==> config.mk <==
export PLATFORM = sky130hd
export DESIGN_NAME = axi_lite_arbiter_n
export DESIGN_NICKNAME = d
export VERILOG_FILES = /design/src/rtl/axi_lite_arbiter_n.sv
export SDC_FILE = /design/constraint.sdc
export NUM_CORES = 1
export LEC_CHECK = 0
export CAP_MARGIN = 25
export CELL_PAD_IN_SITES_DETAIL_PLACEMENT = 2
export CELL_PAD_IN_SITES_GLOBAL_PLACEMENT = 2
export CORE_AREA = 10 10 147 149
export DETAILED_ROUTE_END_ITERATION = 10
export DIE_AREA = 0 0 157 159
export DONT_BUFFER_PORTS = 1
export PLACE_DENSITY = 0.71
export REMOVE_ABC_BUFFERS = 1
export SYNTH_ARGS = -nofsm -noshare
export SYNTH_HDL_FRONTEND = slang
export SYNTH_SLANG_ARGS = --single-unit
==> constraint.sdc <==
create_clock -name clk -period 9 [get_ports clk]
set_input_delay 1.8 -clock clk [delete_from_list [all_inputs] [get_ports clk]]
set_output_delay 1.8 -clock clk [all_outputs]
set_load 0.1 [all_outputs]
==> src/rtl/axi_lite_arbiter_n.sv <==
// axi_lite_arbiter_n: N-to-1 AXI-lite arbiter, independent read and write paths,
// one outstanding transaction per path.
// Ports (all per-master buses are packed, master i occupies slice i):
//   clk, rst                      clock, async active-high reset
//   s_araddr/arvalid/arready      upstream read address
//   s_rdata/rvalid/rready         read data (rdata broadcast, rvalid per master)
//   s_aw*/s_w*                    upstream write address/data/strobe
//   s_bresp/bvalid/bready         write response (bresp broadcast)
//   m_*                           single downstream AXI-lite master port
//   rd_grant/wr_grant             one-hot current owner, 0 when idle
// Build option: define AXI_ARB_ROUND_ROBIN_EN for round-robin arbitration;
// otherwise fixed priority, lowest index wins.
module axi_lite_arbiter_n #(
    parameter int NUM_MASTERS = 2,
    parameter int ADDR_W      = 32,
    parameter int DATA_W      = 32
) (
    input  logic                            clk,
    input  logic                            rst,
    input  logic [NUM_MASTERS*ADDR_W-1:0]   s_araddr,
    input  logic [NUM_MASTERS-1:0]          s_arvalid,
    output logic [NUM_MASTERS-1:0]          s_arready,
    output logic [DATA_W-1:0]               s_rdata,
    output logic [NUM_MASTERS-1:0]          s_rvalid,
    input  logic [NUM_MASTERS-1:0]          s_rready,
    input  logic [NUM_MASTERS*ADDR_W-1:0]   s_awaddr,
    input  logic [NUM_MASTERS-1:0]          s_awvalid,
    output logic [NUM_MASTERS-1:0]          s_awready,
    input  logic [NUM_MASTERS*DATA_W-1:0]   s_wdata,
    input  logic [NUM_MASTERS*DATA_W/8-1:0] s_wstrb,
    input  logic [NUM_MASTERS-1:0]          s_wvalid,
    output logic [NUM_MASTERS-1:0]          s_wready,
    output logic [1:0]                      s_bresp,
    output logic [NUM_MASTERS-1:0]          s_bvalid,
    input  logic [NUM_MASTERS-1:0]          s_bready,
    output logic [ADDR_W-1:0]               m_araddr,
    output logic                            m_arvalid,
    input  logic                            m_arready,
    input  logic [DATA_W-1:0]               m_rdata,
    input  logic                            m_rvalid,
    output logic                            m_rready,
    output logic [ADDR_W-1:0]               m_awaddr,
    output logic                            m_awvalid,
    input  logic                            m_awready,
    output logic [DATA_W-1:0]               m_wdata,
    output logic [DATA_W/8-1:0]             m_wstrb,
    output logic                            m_wvalid,
    input  logic                            m_wready,
    input  logic [1:0]                      m_bresp,
    input  logic                            m_bvalid,
    output logic                            m_bready,
    output logic [NUM_MASTERS-1:0]          rd_grant,
    output logic [NUM_MASTERS-1:0]          wr_grant
);

    localparam int IDX_W  = $clog2(NUM_MASTERS);
    localparam int STRB_W = DATA_W / 8;

    typedef enum logic [1:0] {R_IDLE, R_ADDR, R_DATA} r_state_t;
    typedef enum logic [1:0] {W_IDLE, W_REQ, W_RESP} w_state_t;

    r_state_t            r_state_q;
    logic [IDX_W-1:0]    r_g_q;
    logic [ADDR_W-1:0]   r_addr_q;
    w_state_t            w_state_q;
    logic [IDX_W-1:0]    w_g_q;
    logic [ADDR_W-1:0]   w_addr_q;
    logic [DATA_W-1:0]   w_data_q;
    logic [STRB_W-1:0]   w_strb_q;
    logic                aw_pend_q;
    logic                w_pend_q;

    logic [NUM_MASTERS-1:0] w_req;
    logic [IDX_W-1:0]       r_win_d;
    logic [IDX_W-1:0]       w_win_d;
    logic                   aw_done;
    logic                   w_done;

    // A write is only eligible once both its address and data are offered.
    assign w_req = s_awvalid & s_wvalid;

`ifdef AXI_ARB_ROUND_ROBIN_EN
    logic [IDX_W-1:0] rd_ptr_q;
    logic [IDX_W-1:0] wr_ptr_q;

    // Search starts just after the last winner.
    function automatic logic [IDX_W-1:0] pick(
        input logic [NUM_MASTERS-1:0] req,
        input logic [IDX_W-1:0]       ptr
    );
        logic found;
        int   k;
        pick  = '0;
        found = 1'b0;
        for (int i = 1; i <= NUM_MASTERS; i++) begin
            k = (int'(ptr) + i) % NUM_MASTERS;
            if (!found && req[IDX_W'(k)]) begin
                pick  = IDX_W'(k);
                found = 1'b1;
            end
        end
    endfunction

    assign r_win_d = pick(s_arvalid, rd_ptr_q);
    assign w_win_d = pick(w_req, wr_ptr_q);

    always_ff @(posedge clk or posedge rst) begin
        if (rst) begin
            rd_ptr_q <= IDX_W'(NUM_MASTERS - 1);
            wr_ptr_q <= IDX_W'(NUM_MASTERS - 1);
        end else begin
            if (r_state_q == R_IDLE && |s_arvalid) rd_ptr_q <= r_win_d;
            if (w_state_q == W_IDLE && |w_req)     wr_ptr_q <= w_win_d;
        end
    end
`else
    function automatic logic [IDX_W-1:0] pick(
        input logic [NUM_MASTERS-1:0] req
    );
        pick = '0;
        for (int i = NUM_MASTERS - 1; i >= 0; i--) begin
            if (req[IDX_W'(i)]) pick = IDX_W'(i);
        end
    endfunction

    assign r_win_d = pick(s_arvalid);
    assign w_win_d = pick(w_req);
`endif

    // Read path
    always_ff @(posedge clk or posedge rst) begin
        if (rst) begin
            r_state_q <= R_IDLE;
            r_g_q     <= '0;
            r_addr_q  <= '0;
        end else begin
            unique case (r_state_q)
                R_IDLE: if (|s_arvalid) begin
                    r_g_q     <= r_win_d;
                    r_addr_q  <= s_araddr[int'(r_win_d)*ADDR_W +: ADDR_W];
                    r_state_q <= R_ADDR;
                end
                R_ADDR: if (m_arready) r_state_q <= R_DATA;
                R_DATA: if (m_rvalid && m_rready) r_state_q <= R_IDLE;
                default: r_state_q <= R_IDLE;
            endcase
        end
    end

    // Write path; aw and w channels retire independently.
    assign aw_done = !aw_pend_q || m_awready;
    assign w_done  = !w_pend_q || m_wready;

    always_ff @(posedge clk or posedge rst) begin
        if (rst) begin
            w_state_q <= W_IDLE;
            w_g_q     <= '0;
            w_addr_q  <= '0;
            w_data_q  <= '0;
            w_strb_q  <= '0;
            aw_pend_q <= 1'b0;
            w_pend_q  <= 1'b0;
        end else begin
            unique case (w_state_q)
                W_IDLE: if (|w_req) begin
                    w_g_q     <= w_win_d;
                    w_addr_q  <= s_awaddr[int'(w_win_d)*ADDR_W +: ADDR_W];
                    w_data_q  <= s_wdata[int'(w_win_d)*DATA_W +: DATA_W];
                    w_strb_q  <= s_wstrb[int'(w_win_d)*STRB_W +: STRB_W];
                    aw_pend_q <= 1'b1;
                    w_pend_q  <= 1'b1;
                    w_state_q <= W_REQ;
                end
                W_REQ: begin
                    if (m_awready) aw_pend_q <= 1'b0;
                    if (m_wready)  w_pend_q  <= 1'b0;
                    if (aw_done && w_done) w_state_q <= W_RESP;
                end
                W_RESP: if (m_bvalid && m_bready) w_state_q <= W_IDLE;
                default: w_state_q <= W_IDLE;
            endcase
        end
    end

    always_comb begin
        s_arready = '0;
        s_rvalid  = '0;
        rd_grant  = '0;
        s_awready = '0;
        s_wready  = '0;
        s_bvalid  = '0;
        wr_grant  = '0;
        m_rready  = 1'b0;
        m_bready  = 1'b0;
        // Gate with rst so nothing handshakes while reset is held.
        if (!rst && r_state_q == R_IDLE && |s_arvalid) s_arready[r_win_d] = 1'b1;
        if (!rst && w_state_q == W_IDLE && |w_req) begin
            s_awready[w_win_d] = 1'b1;
            s_wready[w_win_d]  = 1'b1;
        end
        if (r_state_q != R_IDLE) rd_grant[r_g_q] = 1'b1;
        if (w_state_q != W_IDLE) wr_grant[w_g_q] = 1'b1;
        if (r_state_q == R_DATA) begin
            m_rready        = s_rready[r_g_q];
            s_rvalid[r_g_q] = m_rvalid;
        end
        if (w_state_q == W_RESP) begin
            m_bready        = s_bready[w_g_q];
            s_bvalid[w_g_q] = m_bvalid;
        end
    end

    assign m_arvalid = (r_state_q == R_ADDR);
    assign m_araddr  = r_addr_q;
    assign s_rdata   = m_rdata;
    assign m_awvalid = (w_state_q == W_REQ) && aw_pend_q;
    assign m_wvalid  = (w_state_q == W_REQ) && w_pend_q;
    assign m_awaddr  = w_addr_q;
    assign m_wdata   = w_data_q;
    assign m_wstrb   = w_strb_q;
    assign s_bresp   = m_bresp;

endmodule

Word level (Yosys, flattened, before mapping)
Index checks and enable logic that the tools add are counted.

word-level totals
  logic and storage cells = 103
  output and inout bits = 153
  bits in registers = 108
  input port bits = 251

operators by class
  mux-type cells = 35
  reductions and logical operators = 31
  magnitude comparators = 8
  bitwise logic cells = 3
  shift operators = 4
  eq/ne operators = 12

operator list
  operator                                                                       number
  64-bit by 7-bit indexed part select with 32-bit output                         3
  2-bit 2-to-1 mux                                                               12
  1-bit 2-to-1 mux                                                               15
  1-bit logical AND                                                              13
  2-bit inequality test (second input constant)                                  6
  2-bit one-hot mux with 3 select lines                                          2
  3-bit AND reduction                                                            4
  1-bit by 2-bit less-than comparator with 1-bit output (second input constant)  4
  8-bit by 4-bit indexed part select with 4-bit output                           1
  2-bit AND                                                                      3
  2-bit nonzero test                                                             3
  1-bit demux with 1-bit select                                                  4
  2-bit by 1-bit equality test with 1-bit output (second input constant)         2
  2-bit equality test (second input constant)                                    2
  1-bit >= comparator (second input constant)                                    4
  2-bit zero test                                                                2
  2-bit by 1-bit inequality test with 1-bit output (second input constant)       2
  1-bit one-hot mux with 2 select lines                                          2
  2-bit AND reduction                                                            2
  2-bit OR reduction                                                             2
  1-bit zero test                                                                3
  1-bit logical OR                                                               2

Longest topological paths before layout
Gate-level depths: netlist (run 1).

  depth in word-level cells = 7
  depth in mapped cells = 4
  mapped depth without buffers = 3

Worst setup path before layout (run 1)
No wires, ideal clock.

  kind = input to output
  start point = in s_awvalid[0]
  end point = out s_wready[0]
  cell stages on the path = 3
  arrival = 4.573 ns
  slack = 2.627 ns
  buffers on the path = 1
  data required time = 7.200 ns
  cell sequence = a22oi_2 -> nor3_1 -> buf_4

on the way
  longest elaborated chain between the ends = 4

RTL lines
  what                line  RTL
  start, declared     27    input logic [NUM_MASTERS-1:0] s_awvalid,
  2-bit AND           80    assign w_req = s_awvalid & s_wvalid;
  2-bit OR reduction  197   if (!rst && w_state_q == W_IDLE && |w_req) begin
  1-bit logical AND   197
  2-bit 2-to-1 mux    n/a
  end, declared       32    output logic [NUM_MASTERS-1:0] s_wready,

Every way passes these cells.

Worst setup path in the final report (run 1)
  start point = in m_rvalid
  end point = out s_rvalid[0]

on the way
  longest elaborated chain between the ends = 2

RTL lines
  what                        line  RTL
  start, declared             40    input logic m_rvalid,
  2-bit AND (no source line)  n/a
  2-bit 2-to-1 mux            203   if (r_state_q == R_DATA) begin
  end, declared               24    output logic [NUM_MASTERS-1:0] s_rvalid,

Every way passes these cells.

==> summary.txt, run 1 <==
Layout
  • Antenna cells: 0
  • Final #Nets: 516
  • Non-filler cells, final: 504
  • Layout cells sized above 1: 0.493
  • Number of fill cells: 1947
  • Area Overhead vs Synth: 5.88%
  • Most common cell after layout, fill and taps aside: dfrtp_1
  • Most frequent cells in the layout: dfrtp_1, mux2_4, mux2_2, clkbuf_16, conb_1

Setup path
  • Highest-delay cell along the critical path: and3b_1
  • Length in cells of the worst reg-to-reg path: 3
  • Crit. End Element: output pin
  • Critical R2R Launch: r_state_q[1]
  • Critical path launch point type: primary input
  • Worst R2R End: m_araddr[1]
  • Crit path required time: 7.20 ns
  • WP data arrival: 2.64 ns
  • Crit path buf inv count: 0
  • Critical path peak fanout: 2
  • Critical path's top delay family: simple AND/OR/NAND/NOR gates
  • Crit Path Class: in2out
  • CP peak stage delay: 0.83 ns
  • R2R setup slack: 6.44 ns
  • Worst path cell trace: and3b_1

Placed design
  • Detail Placement HPWL: 12100 um
  • Placed insts: 488
  • Placer Congestion: 0.699
  • PortBufs: 0
  • Pre-CTS setup slack: 4.55 ns

Floorplan
  • Total die area: 25000 um^2
  • Core Region: 18600 um^2
  • Initial core utilization: 0.255
  • Core Rows: 50
  • Die Width: 157 um
  • DIE HEIGHT: 159 um
  • IO Pins: 404

Timing
  • Max Freq: 225 MHz
  • Worst-Margin Slew: 1.08 ns
  • Setup tns final: 0 ns
  • Final setup margin: 4.56 ns
  • Hold Vio Cnt, Final: 0
  • Relative slew slack: 0.279
  • Minimum clock period: 4.44 ns
  • Crit share post-route: 0.493
  • RSZ-0062 raised after global routing: no
  • Final Max Slew Viols: 0
  • Final Skew: 0.00864 ns
  • Final setup fails: 0

Synth
  • Syn Inst Count: 292
  • Post-synthesis average cell area: 16.3 um^2
  • Ys Warns: 0
  • Mapped cell area: 4750 um^2
  • Post-synthesis sequential area ratio: 0.559
  • Synth cell types: 26
  • Seq cells post-synth: 106

Worst hold path
  • Worst Hold Path EP: w_state_q[1]
  • Critical hold path startpoint: w_state_q[1]
  • WHS Path Cells: 2
  • Min-delay worst type: reg2reg

Clock network
  • Hold-fix buffer count after cts: 0
  • Maximum clock path buffer count: 2
  • CTS H-Tree Depth: 3
  • TritonCTS Buffers: 9
  • Clock Sinks: 106
  • Setup Buffers After CTS: 0
  • Worst skew pair latency: 0.35 ns
  • CTS tree: built
  • CTS-repair resized insts: 0
  • CTS Root Buffer Type: clkbuf_16
  • Clk pin slew, worst setup/hold paths: 0.08 ns

Route
  • Routed Antenna Nets: 0
  • Drt pass-1 iters: 3
  • Drt via density: 4.40
  • Wirelength, routed: 14800 um
  • Via count: 2218
  • Residual DRC: 0
  • WL per Instance: 29.5 um
  • Detailed router's first-iteration violation count: 47

Global route
  • Total track usage: 0.116
  • Vias in the first global route: 2631
  • First-pass GRT wire length: 20600 um
  • Initial antenna violation count: 0
  • Largest net degree at the start of global routing: 57
  • Grt ovf: 0

Run status
  • Run status: complete, no violations

Job
  • Maxcap violations: 0
[metal layers]
metal,up-vias,track usage,part of all wire
li1,888,-,-
met1,1101,0.130,0.38
met2,214,0.153,0.40
met3,13,0.104,0.20
met4,2,0.0361,0.013
met5,-,0.0248,0.0059
[state kept, by name, indices dropped and copies added (netlist names)]
name	cells
m_awaddr	32
m_wstrb	4
w_state_q	2
w_pend_q	1
m_wdata	32
aw_pend_q	1
m_araddr	32
r_state_q	2
[cells in the mapped netlist, drive strengths merged]
library cell / number / area share
dfrtp: 106 / 0.56
mux2: 100 / 0.29
buf: 52 / 0.10
inv: 5 / 0.0040
nor2: 5 / 0.0090
a21oi: 4 / 0.0042
and3b: 4 / 0.0079
or2: 4 / 0.0058
a21o: 2 / 0.0032
nor3: 2 / 0.0021
a22o: 1 / 0.0018
a22oi: 1 / 0.0026
and2b: 1 / 0.0018
conb: 1 / 0.00079
nand2: 1 / 0.00079
nor2b: 1 / 0.0013
o21ai: 1 / 0.0011
o22ai: 1 / 0.0013
[through the flow]
| step | hold slack, ns | utilization | cell area, um^2 |
|---|---|---|---|
| finish | 0.565 | 0.270 | 5020 |
| global placement | 0.543 | 0.252 | 4690 |
| floorplan | 0.491 | - | 4280 |
| global route | 0.608 | 0.270 | 5020 |
| CTS | 0.567 | 0.270 | 5020 |
| detailed placement | 0.548 | 0.255 | 4750 |
[kinds of logic after synthesis]
family,count (synthesis),synth area share
AO/OA/AOI/OAI,10,0.0142
multiplexers,100,0.290
buffers and inverters,57,0.107
other,1,0.000790
flip-flops,106,0.559
AND/OR/NAND/NOR,18,0.0287
[cell type report]
class	instances	area, um^2	share of cell area
well taps	234	293	0.0583
clock inverters	6	50.0	0.00996
clock buffers	10	229	0.0456
multi-input cells	135	1630	0.323
repair buffers	8	154	0.0306
flip-flops and latches	106	2650	0.528
inverters	5	21.3	0.00423
[worst max path at each step]
stage / to / from / cells past startpoint / slack (ns)
2_1_floorplan: s_awready[0] / s_awvalid[0] / 2 / 1.28
5_1_grt: s_rvalid[0] / m_rvalid / 1 / 4.55
4_1_cts: s_rvalid[0] / m_rvalid / 1 / 4.55
3_5_place_dp: s_rvalid[0] / m_rvalid / 1 / 4.55
3_3_place_gp: s_rvalid[0] / m_rvalid / 1 / 4.55
6_report: s_rvalid[0] / m_rvalid / 1 / 4.56
Power of run 1 is not shown: default switching activity piles up to over one toggle a cycle in this logic, so the estimate is an artifact.
==> run 2, diff against run 1 <==
--- a/config.mk
+++ b/config.mk
@@ -8,11 +8,11 @@
 export CAP_MARGIN = 25
 export CELL_PAD_IN_SITES_DETAIL_PLACEMENT = 2
 export CELL_PAD_IN_SITES_GLOBAL_PLACEMENT = 2
-export CORE_AREA = 10 10 147 149
+export CORE_AREA = 10 10 149 151
 export DETAILED_ROUTE_END_ITERATION = 10
-export DIE_AREA = 0 0 157 159
+export DIE_AREA = 0 0 159 161
 export DONT_BUFFER_PORTS = 1
-export PLACE_DENSITY = 0.71
+export PLACE_DENSITY = 0.69
 export REMOVE_ABC_BUFFERS = 1
 export SYNTH_ARGS = -nofsm -noshare
 export SYNTH_HDL_FRONTEND = slang
==> constraint.sdc (replaced) <==
create_clock -name clk -period 4.5 [get_ports clk]
set_input_delay 0.9 -clock clk [delete_from_list [all_inputs] [get_ports clk]]
set_output_delay 0.9 -clock clk [all_outputs]
set_load 0.1 [all_outputs]
==> summary.txt, run 2 (synthesis results as in run 1) <==
Setup path
  • R2R setup slack: 2.09 ns (-4.35 ns)
  • CP peak stage delay: 0.67 ns (-0.16 ns)
  • Critical path launch point type: register
  • Critical path peak fanout: 5 (+3)
  • Worst R2R End: m_awaddr[4]
  • Crit. End Element: output pin
  • Crit Path Class: reg2out
  • Length in cells of the worst reg-to-reg path: 4 (+1)
  • Crit path required time: 3.60 ns (-3.60 ns)
  • Highest-delay cell along the critical path: or2_1
  • Critical R2R Launch: w_state_q[1]
  • WP data arrival: 2.08 ns (-0.56 ns)
  • Worst path cell trace: or2_1 -> nor3_2 -> clkbuf_16

Clock network
  • CTS-repair resized insts: 0 (unchanged)
  • Worst skew pair latency: 0.35 ns (about the same)
  • Maximum clock path buffer count: 2 (unchanged)
  • CTS H-Tree Depth: 3 (unchanged)
  • CTS Root Buffer Type: clkbuf_16
  • TritonCTS Buffers: 9 (unchanged)
  • Hold-fix buffer count after cts: 0 (unchanged)
  • Clock Sinks: 106 (unchanged)
  • Setup Buffers After CTS: 0 (unchanged)
  • CTS tree: built
  • Clk pin slew, worst setup/hold paths: 0.07 ns (about the same)

Global route
  • Vias in the first global route: 2708 (+2.9%)
  • Total track usage: 0.114 (-0.00239)
  • Initial antenna violation count: 1 (+1)
  • Grt ovf: 0 (unchanged)
  • First-pass GRT wire length: 21300 um (+3.0%)
  • Largest net degree at the start of global routing: 64 (+12%)

Placed design
  • Placer Congestion: 0.688 (-1.5%)
  • Detail Placement HPWL: 11900 um (-1.2%)
  • Placed instance area: 4760 um^2 (+0.29%)
  • PortBufs: 0 (unchanged)

Layout
  • Layout cells sized above 1: 0.498 (+0.00556)
  • Final #Nets: 517 (+0.19%)
  • Number of fill cells: 2016 (+3.5%)
  • Area Overhead vs Synth: 7.07%
  • Final design utilization: 0.265 (-0.00590)
  • Post-route cell area: 5080 um^2 (+1.1%)
  • Most common cell after layout, fill and taps aside: dfrtp_1
  • Most frequent cells in the layout: dfrtp_1, mux2_4, mux2_2, clkbuf_16, conb_1

Floorplan
  • DIE HEIGHT: 161 um (+1.3%)
  • Die Width: 159 um (+1.3%)
  • Core Region: 19200 um^2 (+3.4%)
  • IO Pins: 404 (unchanged)
  • Total die area: 25600 um^2 (+2.5%)
  • Core Rows: 51 (+2.0%)
  • Initial core utilization: 0.247 (-0.00834)

Timing
  • Relative slew slack: 0.269 (-0.0102)
  • Hold Vio Cnt, Final: 0 (unchanged)
  • Final setup fails: 0 (unchanged)
  • Minimum clock period: 2.98 ns
  • Max Freq: 335 MHz
  • Final Max Slew Viols: 0 (unchanged)
  • Worst-Margin Slew: 1.10 ns (+0.0165 ns)
  • RSZ-0062 raised after global routing: no
  • Final Skew: 0.0123 ns (+0.00363 ns)
  • Crit share post-route: 0.663

Job
  • Maxcap violations: 0 (unchanged)

Route
  • Residual DRC: 0 (unchanged)
  • WL met2: 5990 um (+1.2%)
  • Drt via density: 4.19 (-4.7%)
  • Metal1 wirelength: 5520 um (-2.2%)
  • WL per Instance: 27.5 um (-6.6%)
  • Wirelength, routed: 14800 um (-0.53%)
  • Via count: 2251 (+1.5%)
  • Drt pass-1 iters: 3 (unchanged)
  • Met3 Routed Length: 3050 um (+1.2%)
  • Detailed router's first-iteration violation count: 60 (+28%)
  • Routed Antenna Nets: 0 (unchanged)
  • DR top layer: met5

Worst hold path
  • Min-delay worst type: in2async

Run status
  • Run status: complete, no violations
[run 2: changes by cell type in the layout (fill, tap and decap cells not counted), sizes merged]
cell      delta
inv          -1
clkinv       +2
clkinvlp     -2
clkbuf       +3
diode        +1
buf          -1
[run 2: area by class of cell]
| type | count | area [um^2] | share of cell area |
|---|---|---|---|
| repair buffers | 9 | 149 | 0.0293 |
| inverters | 5 | 21.3 | 0.00419 |
| multi-input cells | 135 | 1630 | 0.320 |
| well taps | 265 | 332 | 0.0653 |
| clock inverters | 5 | 46.3 | 0.00911 |
| clock buffers | 11 | 253 | 0.0497 |
| diodes | 1 | 2.50 | 0.000492 |
| flip-flops and latches | 106 | 2650 | 0.522 |
[run 2: worst max-delay path: cells and delay by family, from the launching register on]
family                 cells  cell delay, ns
buffers and inverters      1            0.25
AND/OR/NAND/NOR            2            1.05
flip-flops                 1            0.44
[run 2: how the worst max path moves through the flow]
| stage | endpoint | startpoint | slack (ns) | depth (start not counted) |
|---|---|---|---|---|
| 2_1_floorplan | s_awready[0] | s_awvalid[0] | -1.42 | 2 |
| 3_3_place_gp | m_rready | s_rready[0] | 1.88 | 1 |
| 3_5_place_dp | m_araddr[22] | r_state_q[1] | 1.86 | 3 |
| 4_1_cts | s_arready[0] | r_state_q[1] | 1.48 | 3 |
| 5_1_grt | s_arready[0] | r_state_q[1] | 1.43 | 3 |
| 6_report | s_arready[0] | r_state_q[1] | 1.52 | 3 |
[run 2: per-layer routing]
| metal | track usage | up-vias |
|---|---|---|
| li1 | - | 900 |
| met1 | 0.123 | 1119 |
| met2 | 0.152 | 217 |
| met3 | 0.111 | 13 |
| met4 | 0.0278 | 2 |
| met5 | 0.0256 | - |
[run 2: per-stage QoR]
| stage | worst slack (ns) | hold WS [ns] | cells | TNS (ns) |
|---|---|---|---|---|
| 5_1_grt | 1.43 | 0.621 | 536 | 0 |
| 3_3_place_gp | 1.88 | 0.545 | 517 | 0 |
| 6_report | 1.52 | 0.560 | 537 | 0 |
| 3_5_place_dp | 1.86 | 0.550 | 519 | 0 |
| 2_1_floorplan | -1.42 | 0.491 | 246 | -2.85 |
| 4_1_cts | 1.48 | 0.567 | 535 | 0 |
Power of run 2 is left out for the same reason.
